[src/rtl/program_loader.sv]
// program_loader
//   Clears a program memory to HALT_WORD, then streams instructions into it
//   from a valid/ready source while holding the core in reset. Once the last
//   word lands it releases the core. A stream that would run past the end of
//   memory parks in an error state with the core held in reset.
//
// Ports
//   clock, reset         single clock, asynchronous active-high reset
//   start                begin a clear-and-load (honoured in IDLE, RUN, ERROR)
//   load_valid/ready     instruction stream handshake, load_last marks the end
//   load_data            instruction word
//   mem_write_enable     program-memory write strobe (one cycle per write)
//   mem_address          program-memory write address
//   mem_write_data       program-memory write data
//   core_reset           active-high reset for the core, low only in RUN
//   busy, done, overflow status: clearing/loading, running, stream too long
//   loaded_count         words accepted in the current load
module program_loader #(
  parameter int INST_WIDTH = 16,
  parameter int MEM_DEPTH  = 256,
  parameter logic [INST_WIDTH-1:0] HALT_WORD = {INST_WIDTH{1'b1}},
  localparam int ADDR_WIDTH = $clog2(MEM_DEPTH)
) (
  input  logic                  clock,
  input  logic                  reset,
  input  logic                  start,
  input  logic                  load_valid,
  output logic                  load_ready,
  input  logic [INST_WIDTH-1:0] load_data,
  input  logic                  load_last,
  output logic                  mem_write_enable,
  output logic [ADDR_WIDTH-1:0] mem_address,
  output logic [INST_WIDTH-1:0] mem_write_data,
  output logic                  core_reset,
  output logic                  busy,
  output logic                  done,
  output logic                  overflow,
  output logic [ADDR_WIDTH:0]   loaded_count
);

  typedef enum logic [2:0] {
    IDLE,
    CLEAR,
    LOAD,
    RUN,
    ERROR
  } state_t;

  localparam logic [ADDR_WIDTH:0] DEPTH_CNT = (ADDR_WIDTH + 1)'(MEM_DEPTH);
  localparam logic [ADDR_WIDTH:0] LAST_CNT  = (ADDR_WIDTH + 1)'(MEM_DEPTH - 1);
  localparam logic [ADDR_WIDTH:0] CNT_ONE   = (ADDR_WIDTH + 1)'(1);

  state_t                state_reg;
  // Number of clear writes already issued; one bit wider than an address so
  // that "all MEM_DEPTH written" is distinguishable from address 0.
  logic [ADDR_WIDTH:0]   clear_cnt_reg;

  // Combinational from state only, so a source can see it in the same cycle.
  assign load_ready = (state_reg == LOAD);

  always_ff @(posedge clock or posedge reset) begin
    if (reset) begin
      state_reg        <= IDLE;
      clear_cnt_reg    <= '0;
      loaded_count     <= '0;
      mem_write_enable <= 1'b0;
      mem_address      <= '0;
      mem_write_data   <= '0;
      core_reset       <= 1'b1;
      busy             <= 1'b0;
      done             <= 1'b0;
      overflow         <= 1'b0;
    end else begin
      mem_write_enable <= 1'b0;
      case (state_reg)
        IDLE, RUN, ERROR: begin
          if (start) begin
            // Address 0 is written on the same edge that samples start, so the
            // first clear write is visible in the very next cycle.
            state_reg        <= CLEAR;
            mem_write_enable <= 1'b1;
            mem_address      <= '0;
            mem_write_data   <= HALT_WORD;
            clear_cnt_reg    <= CNT_ONE;
            loaded_count     <= '0;
            core_reset       <= 1'b1;
            busy             <= 1'b1;
            done             <= 1'b0;
            overflow         <= 1'b0;
          end
        end

        CLEAR: begin
          if (clear_cnt_reg == DEPTH_CNT) begin
            state_reg <= LOAD;
          end else begin
            mem_write_enable <= 1'b1;
            mem_address      <= clear_cnt_reg[ADDR_WIDTH-1:0];
            mem_write_data   <= HALT_WORD;
            clear_cnt_reg    <= clear_cnt_reg + CNT_ONE;
          end
        end

        LOAD: begin
          if (load_valid) begin
            mem_write_enable <= 1'b1;
            mem_address      <= loaded_count[ADDR_WIDTH-1:0];
            mem_write_data   <= load_data;
            loaded_count     <= loaded_count + CNT_ONE;
            // load_last is checked first so a stream that exactly fills the
            // memory finishes cleanly instead of flagging overflow.
            if (load_last) begin
              state_reg  <= RUN;
              core_reset <= 1'b0;
              busy       <= 1'b0;
              done       <= 1'b1;
            end else if (loaded_count == LAST_CNT) begin
              state_reg <= ERROR;
              busy      <= 1'b0;
              overflow  <= 1'b1;
            end
          end
        end

        default: begin
          state_reg  <= IDLE;
          core_reset <= 1'b1;
          busy       <= 1'b0;
          done       <= 1'b0;
          overflow   <= 1'b0;
        end
      endcase
    end
  end

endmodule
[config.mk]
export PLATFORM = sky130hd
export DESIGN_NAME = program_loader
export DESIGN_NICKNAME = d
export VERILOG_FILES = /design/src/rtl/program_loader.sv
export SDC_FILE = /design/constraint.sdc
export NUM_CORES = 1
export LEC_CHECK = 0
export ABC_AREA = 0
export BUFFER_PORTS_ARGS = -buffer_cell sky130_fd_sc_hd__clkbuf_2
export CAP_MARGIN = 0
export CORE_MARGIN = 8
export CORE_UTILIZATION = 48
export CTS_CLUSTER_DIAMETER = 100
export DETAILED_ROUTE_END_ITERATION = 6
export PLACE_DENSITY = 0.88
export SLEW_MARGIN = 25
export SYNTH_ARGS = -nofsm -noshare
export SYNTH_HDL_FRONTEND = slang
export SYNTH_SLANG_ARGS = --single-unit
export TNS_END_PERCENT = 30
[constraint.sdc]
create_clock -name clock -period 2.2 [get_ports clock]
set_clock_uncertainty 0.1 [all_clocks]
set_input_delay 0.44 -clock clock [delete_from_list [all_inputs] [get_ports clock]]
set_output_delay 0.44 -clock clock [all_outputs]
set_load 0.01 [all_outputs]
; Word-level counts from Yosys, hierarchy flattened
; Cells that the tools add are included.
[classes]
n_addsub = 2
n_eq_ne = 14
muxes = 40
n_bitwise = 1
reduce_logical = 12
[ops]
columns = cell, count
row1 = $mux W16, 3
row2 = $pmux W16 S3, 1
row3 = $mux W9, 4
row4 = $pmux W9 S2, 2
row5 = $mux W8, 3
row6 = $pmux W8 S3, 1
row7 = $add A9 B1 Y9 const B, 2
row8 = $reduce_and A4 Y1, 4
row9 = $mux W1, 15
row10 = $mux W3, 5
row11 = $pmux W1 S3, 5
row12 = $ne A2 B2 Y1 const B, 5
row13 = $eq A9 B8 Y1 const B, 1
row14 = $eq A9 B9 Y1 const B, 1
row15 = $pmux W3 S3, 1
row16 = $eq A3 B2 Y1 const B, 2
row17 = $reduce_and A3 Y1, 2
row18 = $reduce_and A5 Y1, 1
row19 = $ne A2 B1 Y1 const B, 2
row20 = $reduce_bool A2 Y1, 2
row21 = $eq A3 B1 Y1 const B, 1
row22 = $eq A3 B3 Y1 const B, 1
row23 = $logic_not A3 Y1, 1
row24 = $ne A3 B1 Y1 const B, 1
row25 = other kinds (3), 3
[totals]
register_bits = 50
inputBits = 21
output_inout_bits = 39
word_cells = 79

; Logic depth before layout (Yosys ltp)
[logic_depth]
word_depth = 5
ltp_mapped = 8
ltp_nobuf = 8

; Least setup slack after synthesis
; OpenSTA, ideal clock, no wires.
[synth_path]
path_type = reg2reg
startpoint = register loaded_count[0]
endpoint = register state_reg[1]
setup_ns = 0.077
t_arrival_ns = 1.977
required_time_ns = 2.023
slack_ns = 0.045
stages_incl_launch_ff = 9
n_path_buf = 0
period_less_slack_ns = 2.155
path_cell_list = dfrtp_1 ha_1 and3_1 and3_1 and3_1 ha_1 nor2b_1 a221o_1 a21oi_1
[synth_between]
elab_chain_cells = 3
[synth_rtl]
columns = item, line
row1 = from (decl), 38  ; output logic [ADDR_WIDTH:0] loaded_count
row2 = from (signal assigned), 109  ; loaded_count <= loaded_count + CNT_ONE;
row3 = $eq A9 B8 Y1, 117  ; end else if (loaded_count == LAST_CNT) begin
row4 = $ne A3 B1 Y1 (no line), --
row5 = $reduce_and A4 Y1 (no line), --
row6 = to (signal assigned), 113  ; state_reg <= RUN;
row7 = to (signal assigned), 118  ; state_reg <= ERROR;
row8 = to (signal assigned), 126  ; state_reg <= IDLE;
row9 = to (decl), 53  ; state_t state_reg;
; Every way passes these cells.
; A chain may end at the register's enable or synchronous reset.

; Worst setup path after layout
[layout_path]
startpoint = register state_reg[0]
endpoint = output port load_ready
[layout_between]
elab_chain_cells = 1
[layout_rtl]
columns = item, line
row1 = from (signal assigned), 63  ; state_reg <= IDLE;
row2 = from (signal assigned), 80  ; state_reg <= CLEAR;
row3 = from (signal assigned), 95  ; state_reg <= LOAD;
row4 = $eq A3 B2 Y1, 59  ; assign load_ready = (state_reg == LOAD);
row5 = to (decl), 28  ; output logic load_ready,
; Every way passes these cells.

==> run_results.csv <==
group,metric,value,unit
outcome,status,"finished, final reports clean",
floorplan,rows,26,
global_route,grt_max_degree,26,
synth,synth_area,0.00247,sq mm
placement,dpl.hpwl,4640,um
finish,fill_cells,416,
synth,synth-seq-cells,50,
routing,drc,0,
finish,layout_commonest_cell,"clkbuf_2",
clocking,clkTransAtPathRegs,0.09,ns
global_route,grt_overflow,0,
global_route,grt_pass1_vias,2200,
routing,wl_per_cell,16.4,um
clocking,tritoncts,"built",
worst_setup_path,r2r_cells,8,
finish,nets,336,
sta,hold-worst-slack,0.0525,ns
routing,drt-initial-drc-count,174,
synth,ys_types,45,
worst_setup_path,critical_path_class,"reg2out",
power_and_ir_drop,finalPower,3.46,mW
worst_setup_path,crit_end,"load_ready",
floorplan,die_w,87.8,um
synth,async_flop_share,100,%
routing,drt_wl_total,6250,um
finish,area_growth,22.6,%
routing,vias,2105,
sta,timing.final.crit_period,2.16,ns
power_and_ir_drop,ir_drop,618,uV
finish,n_antenna_cell,0,
routing,firstDrtPassIters,4,
power_and_ir_drop,powerDensity,1140,mW/mm^2
sta,setup_ws,0.0354,ns
worst_setup_path,worstPathRequired,1.66,ns
power_and_ir_drop,p_leak,1.57,nW
synth,synth_area_leaders,"dfrtp_1 50%, mux2i_1 5.3%, nor2_1 3.5%",
finish,multi_input_area,0.00107,sq mm
synth,synth.largest_area_cell,"dfrtp_1",
sta,slew_viol_final,0,
synth,synth_top_area_share,49.6,%
worst_hold_path,hold_path.class,"in2async",
placement,place_area,0.00292,sq mm
placement,place_congestion,0.918,
worst_setup_path,arrival,1.62,ns
finish,register_area,0.00125,sq mm
global_route,track_usage,16.9,%
floorplan,initial_core_util,49.1,%
global_route,antenna_found_initial,0,
clocking,cts_root_buf,"clkbuf_8",
synth,synth_nets,261,
finish,drive_above_1_share,36.0,%
clocking,worstSkewPairLatency,0.30,ns
worst_setup_path,cp_max_fo,8,
sta,tightestPinTransition,0.556,ns
floorplan,die_h,87.8,um
floorplan,die-area,0.00771,sq mm
clocking,clockBufferDepth,2,
routing,viasPerCell,5.52,
finish,largest_reg_flops,16,
global_route,grt_first_pass_wirelength,10300,um
routing,postRouteAntennaNets,0,
synth,yosysSeqAreaShare,50.6,%
sta,period_share,98.4,%
worst_setup_path,r2r-start,"loaded_count[0]$_DFFE_PP0P_",
sta,slew_headroom,62.8,%
synth,synth_warnings,0,
worst_setup_path,reg2reg_to,"state_reg[1]$_DFFE_PP0P_",
floorplan,fp.coreArea,0.00504,sq mm
worst_setup_path,cp-start-kind,"flip-flop",
synth,synth-main-ff-cell,"dfrtp_1",
worst_setup_path,regToRegSetupSlack,0.09,ns
run,drv_cap,0,
sta,finalHoldViolCount,0,
sta,setup-violations-final,0,
worst_setup_path,end_kind,"primary output",
synth,syn_inst,236,
sta,max_clock_freq,462,MHz
finish,fin_area,0.00303,sq mm
clocking,clock_sinks,50,
clocking,cts_buffers,5,
worst_setup_path,crit_path_start,"state_reg[0]$_DFFE_PP0P_",
floorplan,pin_count,60,
finish,layout_common_cells,"59 x clkbuf_2, 48 x dfrtp_1, 23 x nor2_1",
placement,place_worst_setup_slack,0.0430,ns
placement,port-buffer-count,59,
clocking,htree_num_levels,2,
synth,synth_edf_count,0,
finish,post-route-util,60.1,%
synth,syn_avg_cell_area,10.5,sq um
-- synth_stat cells (3+ instances only) --
cell,number
inv_1,20
buf_2,4
clkbuf_1,3
and3_1,6
mux2i_1,13
mux2_2,5
nand4_1,3
nor2_1,23
nand3b_1,3
a31oi_1,9
nand3_1,5
o22a_1,5
dfrtp_1,49
nor3_1,3
ha_1,4
o21ai_0,15
a21oi_1,7
a22o_1,6
nand2_1,12
nand2b_1,3
mux2_4,4
buf_6,3
-- how the worst min path moves through the flow --
stage / end / slack [ns] / start
5_1_grt: mem_address[0]$_DFFE_PP0P_ / 0.1 / reset
3_3_place_gp: busy$_DFFE_PP0P_ / 0.37 / busy$_DFFE_PP0P_
2_1_floorplan: clear_cnt_reg[0]$_DFFE_PP0P_ / 0.39 / clear_cnt_reg[0]$_DFFE_PP0P_
3_5_place_dp: busy$_DFFE_PP0P_ / 0.38 / busy$_DFFE_PP0P_
4_1_cts: loaded_count[6]$_DFFE_PP0P_ / 0.07 / reset
6_report: mem_address[4]$_DFFE_PP0P_ / 0.05 / reset
-- metrics by stage --
step                cells  setup TNS (ns)
floorplan             236               0
global placement      373               0
detailed placement    373               0
CTS                   381               0
global route          381        -0.00945
finish                381               0
-- cell families (layout without fill, tap and decap cells) --
kind of cell	after synthesis	in the layout	share of synthesized area, %
and+or+nand+nor	71	71	14.8
AOI/OAI and AO/OA	52	52	14.4
DFF	50	50	50.6
buffers and inverters	33	108	6.73
muxes	22	22	9.96
adders and majority gates	4	4	2.02
xor gates and xnor gates	4	4	1.42
-- area by class of cell --
cell class              count  share of cell area, %
repair buffers             80                   14.9
clock buffers               5                   2.27
well taps                  70                   2.89
flip-flops and latches     50                   41.4
inverters                  21                   2.68
clock inverters             2                  0.495
multi-input cells         153                   35.4
-- critical path, stage by stage (launching register included) --
cell and delay, ns:
dfrtp_2 0.47, buf_4 0.16, or3b_2 0.48, inv_4 0.09
clkbuf_2 0.13
-- timing repair --
| item | 4_1_cts | 5_1_grt |
|---|---|---|
| setup buffers | 1 | 0 |
| hold buffers | 0 | 0 |
| resized for setup | 2 | 5 |
| pin swaps | 0 | 0 |
| endpoints found under the setup margin | 1 | 26 |
-- metal layers --
| metal | vias up | global-route usage, % | wire length (um) | part of all wire, % |
|---|---|---|---|---|
| met2 | 81 | 29.1 | 3140 | 50 |
| met3 | 8 | 4.22 | 378 | 6.0 |
| met4 | 0 | 4.69 | 74 | 1.2 |
| li1 | 972 | - | - | - |
| met1 | 1044 | 20.2 | 2660 | 43 |
| met5 | - | 0 | 0 | 0 |
-- report_power, final --
group          total [mW]  internal, mW  switching (mW)
sequential           1.34          1.16           0.179
combinational        1.60         0.710           0.891
clock               0.518         0.217           0.301
total                3.46          2.09            1.37
Power figures use the tool's default switching activity.
